<file path="config.mk">
export PLATFORM = sky130hd
export DESIGN_NAME = pc_fetch_unit
export DESIGN_NICKNAME = d
export VERILOG_FILES = /design/src/rtl/pc_fetch_unit.sv
export SDC_FILE = /design/constraint.sdc
export NUM_CORES = 1
export LEC_CHECK = 0
export BUFFER_PORTS_ARGS = -buffer_cell sky130_fd_sc_hd__buf_4
export CELL_PAD_IN_SITES_DETAIL_PLACEMENT = 1
export CELL_PAD_IN_SITES_GLOBAL_PLACEMENT = 2
export CORE_MARGIN = 2
export CORE_UTILIZATION = 31
export DETAILED_ROUTE_END_ITERATION = 6
export HOLD_SLACK_MARGIN = 0.05
export PLACE_DENSITY_LB_ADDON = 0.12
export SETUP_SLACK_MARGIN = 0.15
export SYNTH_ARGS = -nofsm -noshare
export SYNTH_HDL_FRONTEND = slang
export SYNTH_SLANG_ARGS = --single-unit
</file>
<file path="constraint.sdc">
create_clock -name clk_i -period 6.7 [get_ports clk_i]
set_input_delay 0.335 -clock clk_i [delete_from_list [all_inputs] [get_ports clk_i]]
set_output_delay 0.335 -clock clk_i [all_outputs]
set_load 0.01 [all_outputs]
</file>
<file path="src/rtl/pc_fetch_unit.sv">
// rtl/pc_fetch_unit.sv - program counter, instruction fetch handshake and retire counter
module pc_fetch_unit #(
    parameter int          WIDTH    = 32,
    parameter logic [WIDTH-1:0] RESET_PC = '0
) (
    input  logic             clk_i,
    input  logic             rst_i,
    input  logic             JB_instr_i,
    input  logic             JALR_instr_i,
    input  logic [WIDTH-1:0] imm_ext_i,
    input  logic [WIDTH-1:0] alu_result_i,
    input  logic             stall_i,
    input  logic             imem_ready_i,
    input  logic [WIDTH-1:0] imem_rdata_i,
    output logic             imem_req_o,
    output logic [WIDTH-1:0] imem_addr_o,
    output logic [WIDTH-1:0] pc_o,
    output logic [WIDTH-1:0] pc_plus4_o,
    output logic [WIDTH-1:0] instr_o,
    output logic             instr_valid_o,
    output logic             misaligned_o,
    output logic [WIDTH-1:0] instr_count_o
);

    typedef enum logic [1:0] {
        BOOT  = 2'd0,
        FETCH = 2'd1,
        VALID = 2'd2,
        HALT  = 2'd3
    } state_t;

    localparam logic [WIDTH-1:0] FOUR     = WIDTH'(4);
    localparam logic [WIDTH-1:0] ONE      = WIDTH'(1);
    localparam logic [WIDTH-1:0] LSB_MASK = ~ONE;

    state_t           state_q, state_d;
    logic [WIDTH-1:0] pc_q, pc_d;
    logic [WIDTH-1:0] instr_q, instr_d;
    logic             valid_q, valid_d;
    logic             mis_q, mis_d;
    logic [WIDTH-1:0] cnt_q, cnt_d;
    logic [WIDTH-1:0] pc_plus4;
    logic [WIDTH-1:0] next_pc;

    assign pc_plus4 = pc_q + FOUR;

    // JALR without a taken jump/branch falls through as sequential.
    always_comb begin
        next_pc = pc_plus4;
        if (JB_instr_i) begin
            if (JALR_instr_i) begin
                next_pc = alu_result_i & LSB_MASK;
            end else begin
                next_pc = pc_q + imm_ext_i;
            end
        end
    end

    always_ff @(posedge clk_i or posedge rst_i) begin
        if (rst_i) begin
            state_q <= BOOT;
        end else begin
            state_q <= state_d;
        end
    end

    always_comb begin
        state_d = state_q;
        pc_d    = pc_q;
        instr_d = instr_q;
        valid_d = valid_q;
        mis_d   = mis_q;
        cnt_d   = cnt_q;
        case (state_q)
            BOOT: begin
                valid_d = 1'b0;
                state_d = FETCH;
            end
            FETCH: begin
                valid_d = 1'b0;
                if (imem_ready_i) begin
                    instr_d = imem_rdata_i;
                    valid_d = 1'b1;
                    state_d = VALID;
                end
            end
            VALID: begin
                if (!stall_i) begin
                    cnt_d   = cnt_q + ONE;
                    valid_d = 1'b0;
                    if (next_pc[1:0] == 2'b00) begin
                        pc_d    = next_pc;
                        state_d = FETCH;
                    end else begin
                        // PC keeps pointing at the faulting instruction.
                        mis_d   = 1'b1;
                        state_d = HALT;
                    end
                end
            end
            HALT: begin
                valid_d = 1'b0;
            end
            default: begin
                state_d = BOOT;
            end
        endcase
    end

    always_ff @(posedge clk_i or posedge rst_i) begin
        if (rst_i) begin
            pc_q    <= RESET_PC;
            instr_q <= '0;
            valid_q <= 1'b0;
            mis_q   <= 1'b0;
            cnt_q   <= '0;
        end else begin
            pc_q    <= pc_d;
            instr_q <= instr_d;
            valid_q <= valid_d;
            mis_q   <= mis_d;
            cnt_q   <= cnt_d;
        end
    end

    assign imem_req_o    = (state_q == FETCH);
    assign imem_addr_o   = pc_q;
    assign pc_o          = pc_q;
    assign pc_plus4_o    = pc_plus4;
    assign instr_o       = instr_q;
    assign instr_valid_o = valid_q;
    assign misaligned_o  = mis_q;
    assign instr_count_o = cnt_q;

endmodule

</file>
---- Yosys cells after proc, flatten, opt, wreduce, memory -nomap -nowiden ----
Index checks and enable logic that the tools add are counted.
word-level totals
  logic and storage cells ................. 34
  output and inout port bits .............. 163
  input port bits ......................... 102
  bits in registers ....................... 100
operators by class
  reductions and logical operators ........ 9
  equal/unequal tests ..................... 5
  multiplexer cells ....................... 9
  add/subtract/negate cells ............... 3
  bitwise gates (word level) .............. 2
operators by type and width
  cell                                                                    number
  32-bit 2-to-1 mux                                                       2
  32-bit by 1-bit adder with 32-bit output (second input constant)        1
  32-bit by 3-bit adder with 32-bit output (second input constant)        1
  32-bit adder                                                            1
  3-bit AND reduction                                                     3
  2-bit 2-to-1 mux                                                        3
  2-bit case mux with 3 select lines                                      1
  2-bit equality test (second input constant)                             2
  2-bit zero test                                                         2
  2-bit != test (second input constant)                                   2
  2-bit AND reduction                                                     2
  1-bit case mux with 3 select lines                                      1
  3-bit nonzero test                                                      1
  2-bit by 1-bit equality test with 1-bit output (second input constant)  1
  1-bit 2-to-1 mux                                                        2
  1-bit NOT                                                               2
  2-bit OR reduction                                                      1

---- Logic depth before layout (Yosys ltp) ----
Gate-level depths: netlist of run 1.
  depth in word-level cells ............... 7
  gate-level depth with buffers ........... 11
  depth with buffers taken out ............ 9

---- Worst setup path before layout of run 1 ----
No wires, ideal clock.
  kind .................................... register to register
  start ................................... register pc_q[0], in the netlist imem_addr_o[0]
  end ..................................... register pc_q[14], in the netlist imem_addr_o[14]
  library setup time ...................... 0.132 ns
  path slack .............................. 3.918 ns
  arrival time ............................ 2.650 ns
  period minus slack after synthesis ...... 2.782 ns
  stages on the path, launching flop included .. 10
  cell sequence ........................... dfrtp_1 -> ha_1 -> fa_1 -> a211oi_1 -> o211ai_1 -> and2_1 -> a21o_1 -> a311o_1 -> a221oi_1 -> o31ai_1
on the way
  longest elaborated chain between the ends .. 5
  elaborated cells on any way between the ends .. 6
  those cells by class .................... 2 x add/sub; 2 x mux; 2 x reduce/logical
ends and longest elaborated chain
  item                                  line  source
  from (decl)                           37    logic [WIDTH-1:0] pc_q, pc_d;
  from (signal assigned)                118   pc_q <= pc_d;
  32-bit adder                          54    next_pc = pc_q + imm_ext_i;
  32-bit 2-to-1 mux                     51    if (JALR_instr_i) begin
  32-bit 2-to-1 mux *                   50    if (JB_instr_i) begin
  2-bit zero test                       91    if (next_pc[1:0] == 2'b00) begin
  3-bit AND reduction (no source line)  n/a
Every way passes the cells marked *; elsewhere a longest branch is shown, timed or not.
A chain may end at the register's enable or synchronous reset.

---- Worst setup path in the final report of run 1 ----
  start ................................... register pc_q[3], in the netlist imem_addr_o[3]
  end ..................................... output pc_plus4_o[18]
on the way
  longest elaborated chain between the ends .. 1
ends and longest elaborated chain
  item                                      line  source
  32-bit by 3-bit adder with 32-bit output  45    assign pc_plus4 = pc_q + FOUR;
  to (decl)                                 18    output logic [WIDTH-1:0] pc_plus4_o,
Every way passes these cells.

==> flow_summary.toml, run 1 <==
[synth]
muxShareOfSynthArea_pct = 6.67
syn-instance-count = 817
yosysTopAreaCell = "dfrtp_1"
synthDistinctLibCells = 72
syn_area_um2 = 7330
avgSynthCellArea_um2 = 8.98
synthXorXnorAreaFrac_pct = 9.20
yosys.area_share.simple_pct = 18.0
synth_nets = 957
yosysTopAreaCellShare_pct = 34.1
yosys_register_bits = 100
synthAdderAreaFrac_pct = 6.59
synth_warnings = 0
synth-edff-count = 0
synth_compound_area_share_pct = 19.1
synthTopCellsByArea = "dfrtp_1 (34%), ha_1 (6.3%), mux2_2 (5.4%)"
yosysSeqAreaShare_pct = 34.1
synth_top_family_by_area = "compound AO/OA/AOI/OAI gates"
synthArstFlopShare_pct = 100
synth-main-ff-cell = "dfrtp_1"

[timing]
timing.final.crit_share_pct = 53.1
drv_slew = 0
max_slew_margin_pct = 29.1
max_freq_mhz = 281
setup_tns_ps = 0
setup_viol = 0
fin_crit_ps = 3560
tightest_slew_ps = 1060
hold_viol = 0
fin_ws_ps = 3140
fin_worst_skew_ps = 15.3
rsz0062_at_grt = "false"

[final_layout]
drive_gt1_share_pct = 32.6
antenna_cells = 0
layout.nets = 1168
finalNonFillerCells = 1352
syn_to_final_growth_pct = 31.5

[detailed_routing]
firstDrtPassIters = 4
remaining_drc_errors = 0
antenna_left = 0
wirelength_um = 26800
drt_first_iter_violations = 282
avgRoutedWirePerCell_um = 19.8
viasPerCell = 5.19
vias = 7021

[run_status]
status = "finished clean"

[clock_network]
cts_buffer_depth = 2
cts_tree = "yes"
cts_made_buffers = 9
root_buffer = "clkbuf_16"
post_cts_resized = 0
numClockSinks = 100
clock_latency_ps = 360
cts.reportedPaths.clkPinSlew_ps = 90
htreeDepth = 3
cts_setup_buffers = 0
postCtsHoldBufs = 0

[floorplanning]
row_count = 56
start_util_pct = 31.4
io_pins = 265
chipWidth_um = 158
die_area_um2 = 24900
fp.dieH_um = 158
coreArea_um2 = 23300

[grt]
grt_start_max_net_pins = 53
use_met1_pct = 30.0
grt-busiest-layer = "met2"
grtUsageMet2_pct = 33.2
grt_pass1_wl_um = 40400
antenna_found_initial = 0
grtUsageTotal_pct = 21.0
grt_pass1_vias = 7037
grt.overflow.total = 0
globalRouteMet3Util_pct = 3.31

[power]
pwr-share-comb_pct = 57.0
peakVddDrop_v = 0.000134
clkPwrFrac_pct = 14.4
intPower_mw = 2.09
swShare_pct = 44.6
p_sw_mw = 1.68
leakage_nw = 4.59
p_per_area_nw_per_um2 = 391
report.power.total_mw = 3.77
power.sequential.fraction_pct = 28.6

[setup_path]
cp-end-kind = "primary output"
worstPathRequired_ps = 6360
path_max_fanout = 7
path_class = "reg2out"
cp.arrival_ps = 3220
regToRegSetupSlack_ps = 3250
cp-start-kind = "register"

[placement]
placed_cells = 1336
gp_congestion = 0.852
post-dp-hpwl_um = 20100
portBuffers = 263
place_ws_ps = 3120

[flow_run]
max_cap_viol_count = 0

[hold_path]
min_path_type = "in2async"
[state kept, by name (all words and copies together), names as in the netlist]
name and count:
imem_addr_o 32, instr_count_o 32, instr_o 32, state_q 2, instr_valid_o 1, misaligned_o 1
[metrics by stage]
stage	hold slack, ps	cell area, um^2	utilization, %
floorplan	473	7330	-
global placement	444	9350	40.1
detailed placement	446	9350	40.1
CTS	100	9640	41.3
global route	131	9640	41.3
finish	82.1	9640	41.3
[power groups by stage]
stage                     Sequential [mW]  Combinational, mW  Clock [mW]
after floorplan                      1.10               1.27           0
after global placement               1.08               2.15           0
after detailed placement             1.09               2.16           0
after CTS                            1.08               2.17       0.562
after global routing                 1.12               2.36       0.583
final                                1.08               2.15       0.544
[logic make-up (layout without fill, tap and decap cells)]
| group | Yosys count | after routing |
|---|---|---|
| DFF | 100 | 100 |
| buffers and inverters | 86 | 302 |
| and+or+nand+nor | 265 | 265 |
| adders and majority gates | 38 | 38 |
| xor gates and xnor gates | 77 | 77 |
| AOI/OAI and AO/OA | 207 | 207 |
| muxes | 44 | 44 |
[layout make-up]
cell class	instances	area [um^2]
fill	2778	13700
multi-input combinational	631	4370
sequential	100	2500
timing repair buffer	268	2010
tap	319	399
clock buffer	9	225
inverter	18	70.1
clock inverter	7	65.1
[metal layers]
layer  share of wire (%)  vias up  wire [um]
met4                 1.3        0        343
met5                   0        -          0
li1                    -     3369          -
met1                  47     3413      12700
met3                 6.4       18       1700
met2                  45      221      12000
[synth_stat cells (8+ instances only)]
master      n
dfrtp_1   100
nand2_1    86
nor2_1     53
o21ai_0    47
xnor2_1    45
a21oi_1    44
ha_1       37
mux2_2     35
buf_4      34
xor2_1     32
nand3_1    31
clkbuf_1   24
inv_1      18
nand4_1    18
a21o_1     17
and3_1     15
nor3_1     15
o211ai_1   15
and2_1      9
o31ai_1     9
mux2i_1     8
o21a_1      8
[final timing paths]
kind / start / end / cells past startpoint
setup / recovery: imem_addr_o[3]$_DFFE_PP0P_ / pc_plus4_o[18] / 7
hold / removal: rst_i / instr_o[4]$_DFFE_PP0P_ / 2
setup reg to reg: imem_addr_o[0]$_DFFE_PP0P_ / imem_addr_o[31]$_DFFE_PP0P_ / 9
hold reg to reg: misaligned_o$_DFFE_PP0P_ / misaligned_o$_DFFE_PP0P_ / 1
max in group asynchronous: rst_i / imem_addr_o[14]$_DFFE_PP0P_ / 3
min in group clk_i: imem_rdata_i[16] / instr_o[16]$_DFFE_PP0P_ / 2
[critical path, cell delays in order (launching register included)]
cell	delay, ps
dfrtp_1	500
ha_1	270
and3_1	270
nand3_1	410
nor2_1	660
and3_2	280
xor2_1	270
buf_4	190
[cells in the final DEF, fill, tap and decap left out, types with 8 or more instances in the layout]
master     instances
nand4_1           18
nand3_1           31
xnor2_1           45
o31ai_1            9
ha_1              37
xor2_1            32
mux2i_1            8
and3_1            15
inv_1             17
dfrtp_1          100
nor2_1            53
mux2_2            35
a21o_1            17
nand2_1           86
a21oi_1           44
o21ai_0           47
nor3_1            15
buf_4            268
o21a_1             8
and2_1             9
o211ai_1          15
clkbuf_16          9
Note: power is estimated with default switching activity, not from simulation.
==> inputs of run 2 (changes only) <==
--- a/config.mk
+++ b/config.mk
@@ -5,11 +5,12 @@
 export SDC_FILE = /design/constraint.sdc
 export NUM_CORES = 1
 export LEC_CHECK = 0
+export ABC_AREA = 1
 export BUFFER_PORTS_ARGS = -buffer_cell sky130_fd_sc_hd__buf_4
 export CELL_PAD_IN_SITES_DETAIL_PLACEMENT = 1
 export CELL_PAD_IN_SITES_GLOBAL_PLACEMENT = 2
 export CORE_MARGIN = 2
-export CORE_UTILIZATION = 31
+export CORE_UTILIZATION = 27
 export DETAILED_ROUTE_END_ITERATION = 6
 export HOLD_SLACK_MARGIN = 0.05
 export PLACE_DENSITY_LB_ADDON = 0.12
==> constraint.sdc (replaced) <==
create_clock -name clk_i -period 3.7 [get_ports clk_i]
set_input_delay 0.185 -clock clk_i [delete_from_list [all_inputs] [get_ports clk_i]]
set_output_delay 0.185 -clock clk_i [all_outputs]
set_load 0.01 [all_outputs]
==> run 2 against run 1 <==
  * Utilization is 4.4 points lower
  * Global-route usage is 0.14 points lower
  * Via count rose by 19%
  * Power is 120% higher
  * Non-clock buffer count increased by 37
  * Setup slack lost 2300 ps
  * Die area is 25% higher
  * Routed wire length increased by 21%
  * Largest cell class unchanged
  * Clock-buffer cell count unchanged
  * Combinational power grew 130%
  * Register-to-register slack got worse by 2400 ps
==> flow_summary.toml, run 2 <==
[run_status]
status = "finished clean"

[final_layout]
syn_to_final_growth_pct = 35.1
antenna_cells = 0
drive_gt1_share_pct = 23.3
fill_cells = 3787
final_common_cell = "nand2_1"
multiInputGateArea_um2 = 4540
finalNonFillerCells = 1847
layout.nets = 1592
layout_common_cells = "nand2_1 (348), buf_4 (273), inv_1 (172), nor2_1 (151), dfrtp_1 (100)"
seq_area_um2 = 2500

[hold_path]
min-delay-start = "imem_rdata_i[28]"
hold-path-cell-count = 2
min_path_type = "in2reg"
hold_end = "instr_o[28]$_DFFE_PP0P_"

[floorplanning]
start_util_pct = 27.3
io_pins = 265
chipWidth_um = 177
fp.dieH_um = 177
coreArea_um2 = 29500
die_area_um2 = 31200
row_count = 63

[clock_network]
clock_latency_ps = 360
cts_tree = "yes"
htreeDepth = 3
root_buffer = "clkbuf_16"
post_cts_resized = 0
cts.reportedPaths.clkPinSlew_ps = 80
numClockSinks = 100
cts_setup_buffers = 0
cts_buffer_depth = 2
postCtsHoldBufs = 32
cts_made_buffers = 9

[synth]
synth_nets = 1331
synth-main-ff-cell = "dfrtp_1"
synth-edff-count = 0
synthDistinctLibCells = 41
synth_warnings = 0
yosys_register_bits = 100
synthAdderAreaFrac_pct = 6.00
synthXorXnorAreaFrac_pct = 7.50
synth.top_cells.by_count = "nand2_1 (348), inv_1 (173), nor2_1 (151), dfrtp_1 (100), a21oi_1 (67)"
yosysSeqAreaShare_pct = 31.1
synthArstFlopShare_pct = 100
yosysTopAreaCell = "dfrtp_1"
muxShareOfSynthArea_pct = 4.47
syn-instance-count = 1191
synth_compound_area_share_pct = 6.76
yosysTopAreaCellShare_pct = 31.1
yosys.area_share.simple_pct = 31.6
synthTopCellsByArea = "dfrtp_1 (31%), nand2_1 (16%), inv_1 (8.1%)"
avgSynthCellArea_um2 = 6.76
yosysMostFrequentCell = "nand2_1"
syn_area_um2 = 8060
synth_top_family_by_area = "simple AND/OR/NAND/NOR gates"

[detailed_routing]
avgRoutedWirePerCell_um = 17.6
remaining_drc_errors = 0
antenna_left = 0
wirelength_um = 32500
vias = 8364
viasPerCell = 4.53
drt_first_iter_violations = 410
firstDrtPassIters = 5

[setup_path]
cp.arrival_ps = 3140
cp-end-kind = "register"
timing.rr.start = "imem_addr_o[0]$_DFFE_PP0P_"
crit_path_frequent_cell = "nand2_1"
rr_worst_depth = 11
path_class = "reg2reg"
worst_path_dominant_cell_family = "adder cells"
path_cells = "ha_1 > fa_1 > o21ai_0 > a32o_1 > nand2_1 > clkinv_1 > buf_4 > o21ai_0 > inv_1 > nand2_1 > nand2_1"
r2r-end = "imem_addr_o[17]$_DFFE_PP0P_"
cp_slowest_cell = "dfrtp_1"
slowest_delay_ps = 430
worstPathRequired_ps = 4000
cp_num_buf_inv = 3
path_max_fanout = 34
cp-start-kind = "register"
regToRegSetupSlack_ps = 860

[grt]
antenna_found_initial = 0
grt_start_max_net_pins = 52
grtUsageTotal_pct = 20.8
grt_pass1_vias = 8495
grt.overflow.total = 0
grt_pass1_wl_um = 49900

[placement]
portBuffers = 263
placed_cells = 1799
gp_congestion = 0.863
post-dp-hpwl_um = 26100

[timing]
tightest_slew_ps = 823
max_slew_margin_pct = 45.0
fin_crit_ps = 2840
max_freq_mhz = 352
rsz0062_at_grt = "false"
setup_tns_ps = 0
setup_viol = 0
fin_worst_skew_ps = 10.4
drv_slew = 0
timing.final.crit_share_pct = 76.7
hold_viol = 0

[power]
peakVddDrop_v = 0.000229
leakage_nw = 5.92
p_per_area_nw_per_um2 = 748

[flow_run]
max_cap_viol_count = 0
run 2: changes by cell type after synthesis, sizes merged, moves of 23 or more:
cell / before / now
nor2: 53 / 154
nand2: 86 / 351
nand3: 32 / 61
a21oi: 44 / 67
xnor2: 45 / 19
o21ai: 48 / 22
inv: 18 / 177
run 2: layout make-up:
class	instances	area share, %
flip-flops and latches	100	23.0
clock buffers	9	2.07
repair buffers	305	21.8
clock inverters	7	0.793
well taps	390	4.48
inverters	178	6.18
multi-input cells	858	41.7
run 2: where the power goes:
part	leakage [nW]	switching [mW]	internal (mW)
registers	1.21	0.650	1.48
clock network	0.152	0.517	0.490
logic	4.56	2.85	2.16
total	5.92	4.02	4.13
run 2: routing by layer:
layer  wire length, um  vias up  track usage (%)  share of wire, %
met2             15200      211             34.7                47
met1             15400     3933             29.0                47
met3              1710       16             3.16               5.2
met4               259        0             3.06              0.80
li1                  -     4204                -                 -
met5                 0        -                0                 0
run 2: cells by family (layout without fill, tap and decap cells):
kind of cell	after synthesis	after routing
XOR/XNOR	69	69
multiplexers	32	32
adder cells (fa/ha/maj)	38	38
AND/OR/NAND/NOR	617	617
flip-flops	100	100
buffers and inverters	233	499
AO/OA/AOI/OAI	102	102
run 2: worst max path at each step:
stage / from / end / slack [ps] / cells after the start
floorplan: rst_i / imem_addr_o[0]$_DFFE_PP0P_ / 900 / 1
global placement: imem_addr_o[0]$_DFFE_PP0P_ / imem_addr_o[17]$_DFFE_PP0P_ / 920 / 11
detailed placement: imem_addr_o[0]$_DFFE_PP0P_ / imem_addr_o[17]$_DFFE_PP0P_ / 850 / 11
CTS: imem_addr_o[0]$_DFFE_PP0P_ / imem_addr_o[17]$_DFFE_PP0P_ / 820 / 11
global route: imem_addr_o[0]$_DFFE_PP0P_ / imem_addr_o[24]$_DFFE_PP0P_ / 630 / 11
finish: imem_addr_o[0]$_DFFE_PP0P_ / imem_addr_o[17]$_DFFE_PP0P_ / 860 / 11
run 2: worst reg2reg max path, delay by kind of cell (launching register included):
family | cells | cell delay [ps]
compound gates | 3 | 680
flops | 1 | 430
fa+ha+maj | 2 | 690
simple gates | 3 | 400
buf+inv | 3 | 570
run 2: per-stage QoR:
stage	worst slack (ps)	hold slack (ps)	instance area, um^2	total power [mW]	util [%]
after detailed placement	852	323	10300	7.23	34.8
after floorplan	896	326	8060	4.94	-
after global routing	633	60.4	10900	8.88	36.9
final	863	56.9	10900	8.15	36.9
after global placement	923	321	10300	7.16	34.8
after CTS	820	50.4	10900	8.29	36.9
==> inputs of run 3 (changes only) <==
--- a/config.mk
+++ b/config.mk
@@ -10,7 +10,7 @@
 export CELL_PAD_IN_SITES_DETAIL_PLACEMENT = 1
 export CELL_PAD_IN_SITES_GLOBAL_PLACEMENT = 2
 export CORE_MARGIN = 2
-export CORE_UTILIZATION = 27
+export CORE_UTILIZATION = 25
 export DETAILED_ROUTE_END_ITERATION = 6
 export HOLD_SLACK_MARGIN = 0.05
 export PLACE_DENSITY_LB_ADDON = 0.12
==> constraint.sdc (replaced) <==
create_clock -name clk_i -period 2.56 [get_ports clk_i]
set_input_delay 0.128 -clock clk_i [delete_from_list [all_inputs] [get_ports clk_i]]
set_output_delay 0.128 -clock clk_i [all_outputs]
set_load 0.01 [all_outputs]
==> run 3 against run 2 <==
  * First-iteration DRC count down 13%
  * Sequential power grew 34%
  * Power increased by 53%
  * Utilization shrank 0.74 points
  * Critical path type is now reg2out
==> flow_summary.toml, run 3 (synthesized netlist as in run 2, its figures left out) <==
[run_status]
status = "finished clean"

[power]
pwr-share-comb_pct = 65.7
swShare_pct = 48.6
p_per_area_nw_per_um2 = 1090
intPower_mw = 6.40
leakage_nw = 6.16
power.sequential.fraction_pct = 23.0
peakVddDrop_v = 0.000404
clkPwrFrac_pct = 11.3
p_sw_mw = 6.05

[timing]
tightest_slew_ps = 601
fin_worst_skew_ps = 12.0
max_freq_mhz = 420
timing.final.crit_share_pct = 92.9
max_slew_margin_pct = 59.9
hold_viol = 0
fin_crit_ps = 2380
setup_tns_ps = 0
drv_slew = 0
rsz0062_at_grt = "true"
setup_viol = 0

[clock_network]
numClockSinks = 100
htreeDepth = 3
cts_buffer_depth = 2
root_buffer = "clkbuf_16"
cts_tree = "yes"
cts.reportedPaths.clkPinSlew_ps = 80
clock_latency_ps = 350
cts_made_buffers = 9

[final_layout]
fin_area_um2 = 11400
antenna_cells = 0
drive_gt1_share_pct = 28.4
layout.nets = 1630
layout_common_cells = "nand2_1 (345), buf_4 (306), inv_1 (172), nor2_1 (141), dfrtp_1 (89)"
final_common_cell = "nand2_1"
fill_cells = 3996
seq_area_um2 = 2520
multiInputGateArea_um2 = 4770
syn_to_final_growth_pct = 42.1

[grt]
grt_start_max_net_pins = 101
grt_pass1_vias = 8926
grt.overflow.total = 0
grtUsageTotal_pct = 20.2
grt_pass1_wl_um = 52200
antenna_found_initial = 0

[flow_run]
max_cap_viol_count = 0

[setup_path]
cp-end-kind = "primary output"
path_max_fanout = 4
path_cells = "buf_4 > nand2_1 > nor2_1 > nand4_1 > buf_4 > nor3_4 > xor2_2 > buf_4"
slowest_delay_ps = 430
cp-start-kind = "register"
crit_path_frequent_cell = "buf_4"
r2r-end = "imem_addr_o[11]$_DFFE_PP0P_"
crit_path_start = "imem_addr_o[8]$_DFFE_PP0P_"
timing.rr.start = "imem_addr_o[0]$_DFFE_PP0P_"
cp.arrival_ps = 2250
crit_path_end = "pc_plus4_o[19]"
worstPathRequired_ps = 2430
cp_slowest_cell = "dfrtp_1"
regToRegSetupSlack_ps = 300
path_class = "reg2out"
rr_worst_depth = 10

[detailed_routing]
wirelength_um = 34000
remaining_drc_errors = 0
drt_first_iter_violations = 356
viasPerCell = 4.46
avgRoutedWirePerCell_um = 17.9
firstDrtPassIters = 4
antenna_left = 0
vias = 8468

[floorplanning]
io_pins = 265
chipWidth_um = 184
fp.dieH_um = 184
coreArea_um2 = 31600
row_count = 65
die_area_um2 = 33700
start_util_pct = 25.5

[placement]
post-dp-hpwl_um = 27800
gp_congestion = 0.867
portBuffers = 263
placed_area_um2 = 10500

[hold_path]
min_path_type = "in2reg"
==> run 3: routing by layer <==
| layer | GRT usage (%) | share of wire, % | wire, um | vias up |
|---|---|---|---|---|
| met1 | 27.5 | 48 | 16200 | 3986 |
| li1 | - | - | - | 4275 |
| met4 | 2.18 | 0.48 | 163 | 0 |
| met3 | 2.71 | 3.6 | 1240 | 9 |
| met2 | 35.1 | 48 | 16400 | 198 |
| met5 | 0 | 0 | 0 | - |
==> run 3: power groups by stage <==
stage	logic, mW	clock network [mW]	registers (mW)
after floorplan	4.12	0	3.03
after global placement	7.95	0	2.86
after detailed placement	8.03	0	2.88
after CTS	8.13	1.46	2.86
after global routing	9.09	1.54	2.95
final	8.18	1.40	2.86
==> run 3: critical path: cells and delay by family (launching register included) <==
kind / cells / cell delay [ps]
buffers and inverters: 3 / 520
xor gates and xnor gates: 1 / 270
DFF: 1 / 430
and+or+nand+nor: 4 / 670
==> run 3: per-stage QoR <==
| stage | power, mW | util (%) | hold WS, ps | cells | setup WS [ps] |
|---|---|---|---|---|---|
| final | 12.4 | 36.2 | 76.8 | 1897 | 181 |
| after global placement | 10.8 | 33.3 | 353 | 1845 | 125 |
| after CTS | 12.4 | 35.5 | 71.5 | 1895 | 153 |
| after global routing | 13.6 | 36.2 | 83.8 | 1897 | 91.7 |
| after floorplan | 7.14 | - | 269 | 1191 | 451 |
| after detailed placement | 10.9 | 33.3 | 353 | 1845 | 52.2 |
==> run 3: worst min path at each step <==
stage | slack (ps) | depth (start not counted) | endpoint | startpoint
after floorplan | 270 | 2 | instr_valid_o$_DFFE_PP0P_ | imem_ready_i
after global placement | 350 | 3 | instr_count_o[31]$_DFFE_PP0P_ | rst_i
after detailed placement | 350 | 3 | instr_count_o[15]$_DFFE_PP0P_ | rst_i
after CTS | 70 | 3 | instr_valid_o$_DFFE_PP0P_ | stall_i
after global routing | 80 | 3 | instr_valid_o$_DFFE_PP0P_ | stall_i
final | 80 | 3 | instr_valid_o$_DFFE_PP0P_ | stall_i
==> run 3: final cells by class <==
cell class                 count  area share [%]
clock buffer                   9            1.97
clock inverter                 7           0.667
inverter                     178            5.91
multi-input combinational    858            41.7
sequential                   100            22.0
tap                          402            4.39
timing repair buffer         343            23.4
==> run 3: repair_timing <==
item / in CTS / in global routing
resized for setup: 15 / 44
setup buffers: 0 / 2
endpoints found under the hold margin: 133 / 0
setup endpoints to repair: 36 / 41
hold buffers: 34 / 0
pin swaps: 0 / 3
